<file path="src/rtl/regx_psif_pkg.sv">
// Shared definitions for PS register interfaces:
// region codes, default filler word, event register offsets.
package regx_psif_pkg;

  localparam logic [31:0] NO_REG_CODE_DEF = 32'hcafecafe;

  typedef enum logic [2:0] {
    RG_NONE,
    RG_CTRL,
    RG_STAT,
    RG_STKY,
    RG_MASK
  } region_t;

  function automatic int evt_sticky_off(int nc, int ns);
    return nc + ns;
  endfunction

  function automatic int evt_mask_off(int nc, int ns);
    return nc + ns + 1;
  endfunction

endpackage

</file>
<file path="src/rtl/regx_psif_addr_dec.sv">
// PS window decoder: hit test, word index and register region.
// Purely combinational so other PS interfaces can reuse it.
module psif_addr_dec
  import regx_psif_pkg::*;
#(
  parameter int ADDR_WIDTH = 32,
  parameter logic [ADDR_WIDTH-1:0] BASE_ADDR = '0,
  parameter int ADDR_RANGE_WIDTH = 4,
  parameter int NUM_CTRL = 2,
  parameter int NUM_STAT = 2
) (
  input  logic [ADDR_WIDTH-1:0]       addr,
  output logic                        hit,
  output logic [ADDR_RANGE_WIDTH-1:0] idx,
  output logic [2:0]                  region
);

  localparam int ARW = ADDR_RANGE_WIDTH;
  localparam int AW = ADDR_WIDTH;

  localparam logic [ARW-1:0] STAT_LO =
    ARW'(NUM_CTRL);
  localparam logic [ARW-1:0] STKY_IDX =
    ARW'(evt_sticky_off(NUM_CTRL, NUM_STAT));
  localparam logic [ARW-1:0] MASK_IDX =
    ARW'(evt_mask_off(NUM_CTRL, NUM_STAT));

  if (NUM_CTRL + NUM_STAT + 2 > 2**ARW) begin : g_bad_map
    $error("register map does not fit window");
  end

  assign hit = addr[AW-1:ARW] == BASE_ADDR[AW-1:ARW];
  assign idx = addr[ARW-1:0] - BASE_ADDR[ARW-1:0];

  always_comb begin
    region = RG_NONE;
    if (hit) begin
      if (idx < STAT_LO)
        region = RG_CTRL;
      else if (idx < STKY_IDX)
        region = RG_STAT;
      else if (idx == STKY_IDX)
        region = RG_STKY;
      else if (idx == MASK_IDX)
        region = RG_MASK;
    end
  end

endmodule

</file>
<file path="src/rtl/regx_psif.sv">
// PS register bank: RW control, RO status, sticky W1C events
// with maskable registered interrupt, 1-cycle registered reads.
module regx_psif
  import regx_psif_pkg::*;
#(
  parameter int DATA_WIDTH = 32,
  parameter int ADDR_WIDTH = 32,
  parameter logic [ADDR_WIDTH-1:0] BASE_ADDR = '0,
  parameter int ADDR_RANGE_WIDTH = 4,
  parameter int NUM_CTRL = 2,
  parameter int NUM_STAT = 2,
  parameter int NUM_EVT = 8,
  parameter logic [NUM_CTRL*DATA_WIDTH-1:0]
    CTRL_RST_VAL = '0,
  parameter logic [DATA_WIDTH-1:0]
    NO_REG_CODE = DATA_WIDTH'(NO_REG_CODE_DEF)
) (
  input  logic                           clk,
  input  logic                           rst,
  output logic [NUM_CTRL*DATA_WIDTH-1:0] ctrl_odat,
  input  logic [NUM_STAT*DATA_WIDTH-1:0] stat_idat,
  input  logic [NUM_EVT-1:0]             evt_in,
  output logic                           irq,
  input  logic [ADDR_WIDTH-1:0]          ps_addr,
  input  logic                           ps_wren,
  input  logic [DATA_WIDTH-1:0]          ps_wdat,
  output logic                           ps_wack,
  input  logic                           ps_rden,
  output logic [DATA_WIDTH-1:0]          ps_rdat,
  output logic                           ps_rvld
);

  localparam int DW = DATA_WIDTH;
  localparam int NC = NUM_CTRL;
  localparam int NS = NUM_STAT;
  localparam int NE = NUM_EVT;
  localparam int ARW = ADDR_RANGE_WIDTH;

  if (NE < 1 || NE > DW) begin : g_bad_evt
    $error("NUM_EVT out of range");
  end

  logic           hit;
  logic [ARW-1:0] idx;
  logic [2:0]     region;

  psif_addr_dec #(
    .ADDR_WIDTH       (ADDR_WIDTH),
    .BASE_ADDR        (BASE_ADDR),
    .ADDR_RANGE_WIDTH (ADDR_RANGE_WIDTH),
    .NUM_CTRL         (NUM_CTRL),
    .NUM_STAT         (NUM_STAT)
  ) u_dec (
    .addr   (ps_addr),
    .hit    (hit),
    .idx    (idx),
    .region (region)
  );

  logic [DW-1:0] ctrl_q [NC];
  logic [NE-1:0] stky_q;
  logic [NE-1:0] mask_q;
  logic [NE-1:0] stky_d;
  logic [NE-1:0] mask_d;
  logic [NE-1:0] clr;

  logic wr, rd;
  logic is_ctrl, is_stat, is_stky, is_mask;
  logic [DW-1:0] ctrl_sel, stat_sel, rd_val;

  assign wr = ps_wren & hit;
  assign rd = ps_rden & hit;

  assign is_ctrl = region == RG_CTRL;
  assign is_stat = region == RG_STAT;
  assign is_stky = region == RG_STKY;
  assign is_mask = region == RG_MASK;

  for (genvar g = 0; g < NC; g++) begin : g_ctrl
    assign ctrl_odat[g*DW +: DW] = ctrl_q[g];
  end

  always_comb begin
    ctrl_sel = '0;
    for (int i = 0; i < NC; i++)
      if (idx == ARW'(i))
        ctrl_sel = ctrl_q[i];
  end

  always_comb begin
    stat_sel = '0;
    for (int j = 0; j < NS; j++)
      if (idx == ARW'(NC + j))
        stat_sel = stat_idat[j*DW +: DW];
  end

  always_comb begin
    rd_val = NO_REG_CODE;
    unique case (1'b1)
      is_ctrl: rd_val = ctrl_sel;
      is_stat: rd_val = stat_sel;
      is_stky: rd_val = DW'(stky_q);
      is_mask: rd_val = DW'(mask_q);
      default: ;
    endcase
  end

  // New events win over a same-cycle W1C of the same bit.
  always_comb begin
    clr = '0;
    if (wr && is_stky)
      clr = ps_wdat[NE-1:0];
    stky_d = (stky_q & ~clr) | evt_in;
    mask_d = mask_q;
    if (wr && is_mask)
      mask_d = ps_wdat[NE-1:0];
  end

  always_ff @(posedge clk) begin
    if (rst) begin
      for (int i = 0; i < NC; i++)
        ctrl_q[i] <= CTRL_RST_VAL[i*DW +: DW];
      stky_q  <= '0;
      mask_q  <= '0;
      irq     <= 1'b0;
      ps_wack <= 1'b0;
      ps_rvld <= 1'b0;
      ps_rdat <= '0;
    end else begin
      for (int i = 0; i < NC; i++)
        if (wr && is_ctrl && idx == ARW'(i))
          ctrl_q[i] <= ps_wdat;
      stky_q  <= stky_d;
      mask_q  <= mask_d;
      irq     <= |(stky_d & mask_d);
      ps_wack <= wr;
      ps_rvld <= rd;
      ps_rdat <= rd ? rd_val : '0;
    end
  end

endmodule
</file>
<file path="config.mk">
export PLATFORM = sky130hd
export DESIGN_NAME = regx_psif
export DESIGN_NICKNAME = d
export VERILOG_FILES = /design/src/rtl/regx_psif_pkg.sv /design/src/rtl/regx_psif_addr_dec.sv /design/src/rtl/regx_psif.sv
export SDC_FILE = /design/constraint.sdc
export NUM_CORES = 1
export LEC_CHECK = 0
export BUFFER_PORTS_ARGS = -buffer_cell sky130_fd_sc_hd__clkbuf_2
export CAP_MARGIN = 0
export CORE_ASPECT_RATIO = 0.5
export CORE_MARGIN = 5
export CORE_UTILIZATION = 42
export CTS_BUF_LIST = sky130_fd_sc_hd__clkbuf_16
export CTS_CLUSTER_SIZE = 12
export DETAILED_ROUTE_END_ITERATION = 10
export PLACE_DENSITY = 0.77
export REMOVE_ABC_BUFFERS = 1
export SLEW_MARGIN = 30
export SYNTH_ARGS = -nofsm -noshare
export SYNTH_HDL_FRONTEND = slang
export SYNTH_HIERARCHICAL = 1
export SYNTH_SLANG_ARGS = --single-unit
</file>
<file path="constraint.sdc">
create_clock -name clk -period 6.2 [get_ports clk]
set_input_delay 1.24 -clock clk [delete_from_list [all_inputs] [get_ports clk]]
set_output_delay 1.24 -clock clk [all_outputs]
set_load 0.02 [all_outputs]
</file>
==> metrics.md, run 1 <==
| Metric | Value |
|---|---|
| Final Non-Filler Cells | 826 |
| Count of synthesis-stage warnings from yosys | 6 |
| Vias per Instance | 5.21 |
| Diodes inserted | 0 |
| Share of flip-flops with an asynchronous set or reset after synthesis | 0% |
| Number of distinct standard cells referenced by the synthesized netlist | 36 |
| Boundary Pins | 239 |
| Skew final | 0.00752 ns |
| Highest fanout seen on the critical path | 35 |
| Yosys top cell area share | 38.4% |
| Final WL | 15.3 mm |
| Ratio of final minimum period to clock period | 68.2% |
| Number of cell instances on the worst register-to-register path | 3 |
| Synthesized-area fraction occupied by xor and xnor cells | 0.325% |
| Mux cell area share after synthesis | 8.21% |
| Delay of the slowest critical-path stage | 0.83 ns |
| Count of cells along the worst hold path | 2 |
| Area added between synthesis and finish | 38.2% |
| Via count of the first global-routing pass | 4407 |
| Count of vias placed by the detailed router | 4300 |
| Horiz. Die Dim | 164 microns |
| Crit Path Class | in -> reg |
| RePlAce Congestion | 0.889 |
| Cell row count | 28 |
| Worst-case register-to-register setup slack | 5.02 ns |
| Crit path DAT | 4.31 ns |
| Count of antenna-violating nets left after detailed routing | 0 |
| Most frequent cell on the critical path | buf_4 |
| H-Tree Depth | 4 |
| Dominant combinational cell family by area after synthesis | simple AND/OR/NAND/NOR gates |
| HPWL after detailed placement | 11.2 mm |
| CTS clk-pin slew, worst paths | 0.05 ns |
| Most common cell after layout, fill and taps aside | clkbuf_2 |
| Number of filler instances in the final layout | 983 |
| Adder-cell share of the synthesized area | 0% |
| Simple-Gate Fraction of Synth Area | 14.9% |
| Clock buffers created by TritonCTS | 17 |
| Outcome | complete, no violations |
| Slowest cell on the critical path | o31ai_4 |
| Total die area | 14300 sq um |
| Number of nets at the end of the flow | 788 |
| Input/output buffers | 238 |
| Register bit total from synthesis | 115 |
| Fraction of final layout cells sized beyond drive strength 1 | 43.7% |
| Vertical extent of the die | 87.1 microns |
| Routed wire length per instance | 18.5 microns |
| Detailed Route Iter0 Violations | 219 |
| Top library cells by usage in the layout, fill and taps aside | 238 x clkbuf_2, 64 x edfxtp_1, 56 x and2_1, 51 x dfxtp_1, 41 x mux2i_1 |
| RR Startpoint | stky_q[6]$_SDFF_PP0_ |
| Count of flip-flops with a built-in enable after synthesis | 64 |
| Post-synthesis cell type with the largest combined area | edfxtp_1 |
| Achievable frequency | 0.237 GHz |
| CP startpoint kind | input port |
| Worst EP required | 6.28 ns |
| TritonCTS clock tree | done |
| # Post-CTS Setup Buffers | 0 |
| Share of the core filled with cells in the final layout | 58.9% |
| Endpoint of the worst hold-timing path | stky_q[5]$_SDFF_PP0_ |
| Worst-Margin Slew | 0.916 ns |
| Worst flop-to-flop path endpoint | irq$_SDFF_PP0_ |
| Static Leak | 2.97 nW |
| Final Max Slew Viols | 0 |
| Post-synthesis compound-gate area fraction | 14.1% |
| Number of instances in the placed design | 794 |
| Maximum number of pins on one net before global-route repair | 36 |
| Ordered list of cells on the worst path | clkbuf_2 -> nor4_1 -> nand4_1 -> nor4b_2 -> buf_4 -> nor4b_1 -> nand2_1 -> buf_4 -> o31ai_4 -> buf_4 |
| Later-pin clock latency in the skew report | 0.41 ns |
| Mapped Cells | 419 |
| Kind of path behind the tightest hold check | reg -> reg |
| Maximum vdd ir drop | 214 uV |
| Area of the mapped netlist | 5000 sq um |
| Category of the worst setup path capture point | register |
| Leading cell types by total area after synthesis | edfxtp_1 38%, dfxtp_1 20%, mux2i_1 8.2% |
| HP Start | stky_q[5]$_SDFF_PP0_ |
| Clock Root Buffer | clkbuf_16 |
| Global-route wire length before repair | 23.0 mm |
| Unrepaired setup endpoints after global routing | no |
| Hold_buf cts | 0 |
| Minimum clock period | 4.23 ns |
| Average cell area after synthesis | 11.9 sq um |
| Drt pass-1 iters | 5 |
| Relative slew margins | 38.9% |
| Max capacitance violation total | 0 |
| Maximum root-to-sink buffer count | 2 |
| Gr ovfl total | 0 |
| Primary flip-flop cell chosen by synthesis mapping | edfxtp_1 |
| Initial core utilization | 42.6% |
| Total power density per cell area | 276 nW/um^2 |
| Antenna violations before repair | 0 |
| Final-report hold violation count | 0 |
| Total power | 1.91 mW |
| Core Region | 11700 sq um |
| Total routing resource utilization after global routing | 21.2% |
| Post-detailed-route DRC marker count | 0 |
| Clock net sink count | 115 |
| Part of the Yosys area used for sequential elements | 58.9% |
| Number of cells upsized or downsized after cts | 0 |
| Final setup fails | 0 |
-- metrics by stage --
step	setup WS [ns]	cell area, sq um	TNS (ns)	hold slack, ns
6_report	1.97	6910	0	0.509
2_1_floorplan	-0.0571	4830	-3.64	0.467
5_1_grt	1.69	6910	0	0.559
3_3_place_gp	1.72	6330	0	0.495
3_5_place_dp	1.61	6340	0	0.497
4_1_cts	2.01	6890	0	0.510
-- critical path, delay by kind of cell --
kind,cells,cell delay [ns]
compound gates,1,0.83
buf+inv,4,0.98
simple gates,5,1.25
-- synth_stat cells, drive strengths merged, types with 2 or more instances --
master and instances:
a21oi 15, a22oi 32, and2 56, and3 3, buf 16, clkbuf 22, dfxtp 51, edfxtp 64
inv 2, mux2i 41, nand2 11, nand3 9, nor2 31, nor3 2, nor4 8, nor4b 2
o221ai 23, o22a 9, o22ai 11, o31ai 2
-- final cells by class --
class / instances / area, sq um / area share, %
Inverter: 2 / 7.51 / 0.109
Tap cell: 165 / 206 / 2.99
Sequential cell: 115 / 2940 / 42.6
Clock inverter: 15 / 125 / 1.81
Clock buffer: 17 / 425 / 6.16
Timing Repair Buffer: 248 / 1270 / 18.4
Multi-Input combinational cell: 264 / 1930 / 27.9
-- worst max-delay path by stage --
stage | cells after the start | to | slack (ns) | start
6_report | 10 | ctrl_q[0][20]$_DFFE_PP_ | 1.97 | ps_addr[14]
5_1_grt | 10 | ctrl_q[0][20]$_DFFE_PP_ | 1.69 | ps_addr[6]
4_1_cts | 9 | irq$_SDFF_PP0_ | 2.01 | ps_addr[14]
3_5_place_dp | 9 | irq$_SDFF_PP0_ | 1.61 | ps_addr[6]
3_3_place_gp | 10 | ctrl_q[0][15]$_DFFE_PP_ | 1.72 | ps_addr[5]
2_1_floorplan | 6 | ctrl_q[0][0]$_DFFE_PP_ | -0.06 | ps_addr[14]
-- per-layer routing --
metal	vias up	track usage (%)	part of all wire, %
li1	2047	-	-
met1	2104	24.2	40
met2	123	38.4	53
met3	26	5.01	5.2
met4	0	8.98	2.2
met5	-	0	0
-- logic make-up after synthesis --
kind of cell / count (synthesis)
AOI/OAI and AO/OA: 94
xor gates and xnor gates: 1
buffers and inverters: 40
DFF: 115
muxes: 41
and+or+nand+nor: 128
-- registers in the layout (all words and copies together), names as in the netlist --
signal / flops
ps_rdat: 32
mask_q: 8
irq: 1
ps_rvld: 1
stky_q: 8
ps_wack: 1
ctrl_q: 64
-- where the power goes --
group	internal (mW)	total (mW)	switching, mW
logic	0.0640	0.151	0.0872
clock network	0.578	0.910	0.332
registers	0.830	0.846	0.0158
total	1.47	1.91	0.435
(Power assumes the default switching activity.)
==> inputs of run 2 (changes only) <==
==> constraint.sdc (replaced) <==
create_clock -name clk -period 3.75 [get_ports clk]
set_input_delay 0.75 -clock clk [delete_from_list [all_inputs] [get_ports clk]]
set_output_delay 0.75 -clock clk [all_outputs]
set_load 0.02 [all_outputs]
==> metrics.md, run 2 (synthesis results as in run 1) <==
| Metric | Value |
|---|---|
| Outcome | complete, no violations |
| Worst-Margin Slew | 0.755 ns |
| Dpl ws | 0.283 ns |
| Highest fanout seen on the critical path | 8 |
| Worst flop-to-flop path endpoint | irq$_SDFF_PP0_ |
| Category of the worst setup path capture point | register |
| Vias per Instance | 5.25 |
| Number of filler instances in the final layout | 966 |
| CP startpoint kind | input port |
| Later-pin clock latency in the skew report | 0.40 ns |
| Minimum clock period | 3.14 ns |
| Achievable frequency | 0.319 GHz |
| Count of vias placed by the detailed router | 4376 |
| Area added between synthesis and finish | 41.0% |
| Worst EP required | 4.03 ns |
| Max capacitance violation total | 0 |
| Ordered list of cells on the worst path | clkbuf_2 -> nor4_1 -> nand4_1 -> nor4_2 -> or3b_1 -> nor2_8 -> mux2i_1 -> o22ai_1 -> o41a_1 |
| Tightest hold margin | 0.506 ns |
| Delay of the slowest critical-path stage | 0.56 ns |
| Horiz. Die Dim | 164 microns |
| Ratio of final minimum period to clock period | 83.6% |
| Most common cell after layout, fill and taps aside | clkbuf_2 |
| Register with the most flip-flops | ctrl_q |
| Top library cells by usage in the layout, fill and taps aside | 238 x clkbuf_2, 64 x edfxtp_1, 56 x and2_1, 51 x dfxtp_1, 41 x mux2i_1 |
| Antenna violations before repair | 0 |
| Post-detailed-route DRC marker count | 0 |
| Clock net sink count | 115 |
| Static Leak | 3.05 nW |
| Final-report hold violation count | 0 |
| Relative slew margins | 49.7% |
| Count of cells along the worst hold path | 2 |
| Number of cell instances on the worst register-to-register path | 3 |
| HPWL after detailed placement | 11.3 mm |
| Final instance area | 7050 sq um |
| Final Max Slew Viols | 0 |
| Kind of path behind the tightest hold check | reg -> reg |
| Slowest cell on the critical path | or3b_1 |
| Maximum root-to-sink buffer count | 2 |
| Unrepaired setup endpoints after global routing | no |
| RR Startpoint | mask_q[0]$_SDFF_PP0_ |
| Clock Root Buffer | clkbuf_16 |
| Post-place instance area | 6400 sq um |
| Global-route wire length before repair | 23.2 mm |
| Number of instances in the placed design | 801 |
| Input/output buffers | 238 |
| Final TNS setup | 0 ns |
| TritonCTS clock tree | done |
| Boundary Pins | 239 |
| Final Non-Filler Cells | 833 |
| HP Start | stky_q[7]$_SDFF_PP0_ |
| H-Tree Depth | 4 |
| RePlAce Congestion | 0.852 |
| Detailed Route Iter0 Violations | 308 |
| Final setup fails | 0 |
| Number of cells upsized or downsized after cts | 0 |
| Total routing resource utilization after global routing | 21.3% |
| Count of antenna-violating nets left after detailed routing | 0 |
| # Post-CTS Setup Buffers | 0 |
| Gr ovfl total | 0 |
| Worst-case register-to-register setup slack | 2.55 ns |
| Core Region | 11700 sq um |
| Total die area | 14300 sq um |
| Endpoint of the worst hold-timing path | stky_q[7]$_SDFF_PP0_ |
| Total power | 3.43 mW |
| Total power density per cell area | 486 nW/um^2 |
| Final WL | 15.6 mm |
| Drt pass-1 iters | 5 |
| Skew final | 0.00597 ns |
| Number of flip-flops under the largest register name | 64 |
| Routed wire length per instance | 18.7 microns |
| Cell row count | 28 |
| Largest registers | ctrl_q (64), ps_rdat (32) |
| Vertical extent of the die | 87.1 microns |
| Clock buffers created by TritonCTS | 17 |
| Share of the core filled with cells in the final layout | 60.0% |
| Final critical-path setup slack | 0.615 ns |
| Hold_buf cts | 0 |
| CTS clk-pin slew, worst paths | 0.05 ns |
| Crit path DAT | 3.42 ns |
| Fraction of final layout cells sized beyond drive strength 1 | 44.2% |
| Number of nets at the end of the flow | 795 |
| Initial core utilization | 42.6% |
| Diodes inserted | 0 |
| Crit Path Class | in -> reg |
| Via count of the first global-routing pass | 4480 |
| Maximum number of pins on one net before global-route repair | 35 |
| Maximum vdd ir drop | 283 uV |
## run 2: report_power, final
group,internal [mW],switching (mW)
logic,0.108,0.147
clock network,1.23,0.548
registers,1.37,0.0236
## run 2: worst max-delay path, delay by kind of cell
kind / cells / cell delay [ns]
buffers and inverters: 1 / 0.08
muxes: 1 / 0.29
AOI/OAI and AO/OA: 2 / 0.56
and+or+nand+nor: 5 / 1.73
## run 2: how the worst max path moves through the flow
stage | from | end | slack [ns] | cells after the start
2_1_floorplan | ps_addr[14] | ctrl_q[0][0]$_DFFE_PP_ | -2.02 | 6
6_report | ps_addr[14] | irq$_SDFF_PP0_ | 0.61 | 9
4_1_cts | ps_addr[14] | irq$_SDFF_PP0_ | 0.65 | 9
5_1_grt | ps_addr[19] | irq$_SDFF_PP0_ | 0.49 | 9
3_5_place_dp | ps_addr[14] | irq$_SDFF_PP0_ | 0.28 | 9
3_3_place_gp | ps_addr[27] | irq$_SDFF_PP0_ | 0.41 | 9
## run 2: final cells by class
type	instances	area [sq um]	area share, %
Clock inverter	15	221	3.14
Inverter	2	7.51	0.107
Timing Repair Buffer	255	1330	18.9
Tap cell	165	206	2.93
Multi-Input combinational cell	264	1910	27.1
Sequential cell	115	2940	41.8
Clock buffer	17	425	6.04
## run 2: metal layers
metal  vias to the layer above  track usage, %  part of all wire, %
li1                       2065               -                    -
met1                      2138            25.0                   39
met2                       147            39.0                   54
met3                        26            4.21                  5.4
met4                         0            7.99                  2.0
met5                         -               0                    0
==> inputs of run 3 (changes only) <==
==> constraint.sdc (replaced) <==
create_clock -name clk -period 2.65 [get_ports clk]
set_input_delay 0.53 -clock clk [delete_from_list [all_inputs] [get_ports clk]]
set_output_delay 0.53 -clock clk [all_outputs]
set_load 0.02 [all_outputs]
==> metrics.md, run 3 (synthesis results as in run 1) <==
| Metric | Value |
|---|---|
| Total power density per cell area | 643 nW/um^2 |
| TritonCTS clock tree | done |
| Outcome | finished with violations |
| Routed wire length per instance | 18.6 microns |
| Slowest cell on the critical path | or3b_4 |
| Clock Root Buffer | clkbuf_16 |
| Via count of the first global-routing pass | 4562 |
| Crit path DAT | 2.98 ns |
| Worst path buffer plus inverter count | 3 |
| Cell row count | 28 |
| Vertical extent of the die | 87.1 microns |
| Clock net sink count | 115 |
| Largest registers | ctrl_q (64), ps_rdat (32) |
| Fraction of final layout cells sized beyond drive strength 1 | 48.2% |
| Final setup fails | 1 |
| Number of flip-flops under the largest register name | 64 |
| Final Non-Filler Cells | 862 |
| Ordered list of cells on the worst path | clkbuf_2 -> nor4_4 -> nand4b_1 -> buf_6 -> nor4_4 -> or3b_4 -> nor2_8 -> buf_6 -> mux2i_2 -> o22ai_1 -> o41a_1 |
| Number of nets at the end of the flow | 824 |
| RR Startpoint | mask_q[1]$_SDFF_PP0_ |
| Boundary Pins | 239 |
| Horiz. Die Dim | 164 microns |
| HP Start | evt_in[1] |
| Clock buffers created by TritonCTS | 17 |
| Final-report hold violation count | 0 |
| Final Max Slew Viols | 0 |
| Total die area | 14300 sq um |
| Vias per Instance | 5.32 |
| Relative slew margins | 56.2% |
| Kind of path behind the tightest hold check | in -> reg |
| Unrepaired setup endpoints after global routing | yes |
| Highest fanout seen on the critical path | 7 |
| Total routing resource utilization after global routing | 21.8% |
| Gr ovfl total | 0 |
| Crit-path leading delay family | simple AND/OR/NAND/NOR gates |
| RePlAce Congestion | 0.844 |
| Initial core utilization | 42.6% |
| Drt pass-1 iters | 5 |
| Max capacitance violation total | 0 |
| Post-detailed-route DRC marker count | 0 |
| Top library cells by usage in the layout, fill and taps aside | 237 x clkbuf_2, 64 x edfxtp_1, 56 x and2_1, 51 x dfxtp_1, 36 x buf_4 |
| Tightest hold margin | 0.354 ns |
| Worst-Margin Slew | 0.657 ns |
| Count of vias placed by the detailed router | 4584 |
| Number of filler instances in the final layout | 899 |
| Maximum number of pins on one net before global-route repair | 36 |
| Final critical-path setup slack | -0.0475 ns |
| Count of antenna-violating nets left after detailed routing | 0 |
| Minimum clock period | 2.70 ns |
| Maximum vdd ir drop | 349 uV |
| Achievable frequency | 0.371 GHz |
| Setup crit start | ps_addr[20] |
| Core Region | 11700 sq um |
| Failing checks | negative setup slack |
| Static Leak | 3.23 nW |
| Detailed Route Iter0 Violations | 229 |
| H-Tree Depth | 4 |
| Register with the most flip-flops | ctrl_q |
| Most common cell after layout, fill and taps aside | clkbuf_2 |
| Category of the worst setup path capture point | register |
| Final WL | 16.0 mm |
| CTS clk-pin slew, worst paths | 0.05 ns |
| Maximum root-to-sink buffer count | 2 |
| Later-pin clock latency in the skew report | 0.41 ns |
| HPWL after detailed placement | 11.5 mm |
| Crit Path Class | in -> reg |
| CP startpoint kind | input port |
| Delay of the slowest critical-path stage | 0.45 ns |
| Antenna violations before repair | 0 |
| Diodes inserted | 0 |
| Worst EP required | 2.93 ns |
| Skew final | 0.00855 ns |
| Number of instances in the placed design | 824 |
| Input/output buffers | 238 |
| Ratio of final minimum period to clock period | 102% |
| Global-route wire length before repair | 23.6 mm |
| Area added between synthesis and finish | 48.8% |
==> run 3: cell count changes in the layout (fill, tap and decap cells not counted), moves of 2 or more <==
cell	change
buf_12	+6
buf_4	+20
buf_6	+3
clkinv_1	+4
inv_1	-2
mux2i_1	-6
mux2i_2	+6
nand2_1	-2
nand2_2	+2
nor4_2	-3
nor4_4	+4
nor4b_4	+2
==> run 3: worst paths after layout <==
kind / endpoint / slack, ns / cells past startpoint
max: irq$_SDFF_PP0_ / -0.05 / 11
min: stky_q[1]$_SDFF_PP0_ / 0.35 / 3
max reg2reg: irq$_SDFF_PP0_ / 1.45 / 3
min reg2reg: mask_q[6]$_SDFF_PP0_ / 0.53 / 2
==> run 3: layer usage <==
layer  GRT usage [%]  part of all wire (%)  vias up
li1                -                     -     2126
met1            25.3                    39     2251
met2            39.9                    54      176
met3            4.96                   5.8       31
met4            7.84                   1.9        0
met5               0                     0        -
==> run 3: through the flow <==
| stage | utilization [%] | TNS (ns) | setup WS (ns) | total power, mW | area (sq um) |
|---|---|---|---|---|---|
| 2_1_floorplan | - | -265.78 | -2.90 | 2.15 | 4830 |
| 3_3_place_gp | 56.6 | -38.56 | -0.357 | 2.39 | 6650 |
| 3_5_place_dp | 56.6 | -42.87 | -0.441 | 2.39 | 6650 |
| 4_1_cts | 62.0 | 0 | 0.00294 | 4.80 | 7280 |
| 5_1_grt | 63.4 | -0.162 | -0.115 | 4.93 | 7440 |
| 6_report | 63.4 | -0.0475 | -0.0475 | 4.78 | 7440 |
==> run 3: power by group <==
group	internal, mW	leakage [nW]	switching, mW
clock	1.64	0.307	0.771
combinational	0.173	1.90	0.221
sequential	1.94	1.02	0.0350
total	3.75	3.23	1.03
==> run 3: tightest hold or removal path, stage by stage <==
cell,delay [ns]
clkbuf_2,0.08
a21oi_1,0.04
nor2_1,0.07
==> run 3: repair_timing <==
| action | in CTS | in global routing |
|---|---|---|
| gates cloned | 0 | 1 |
| gates resized for setup | 2 | 22 |
| hold buffers | 0 | 0 |
| pin swaps | 0 | 8 |
| endpoints found under the setup margin | 3 | 149 |
| buffers inserted | 0 | 5 |
==> run 3: layout make-up <==
class	instances	area (sq um)	area share, %
well taps	165	206	2.78
clock inverters	15	195	2.62
flip-flops and latches	115	2940	39.6
repair buffers	284	1640	22.1
multi-input cells	264	2020	27.1
inverters	2	7.51	0.101
clock buffers	17	425	5.72
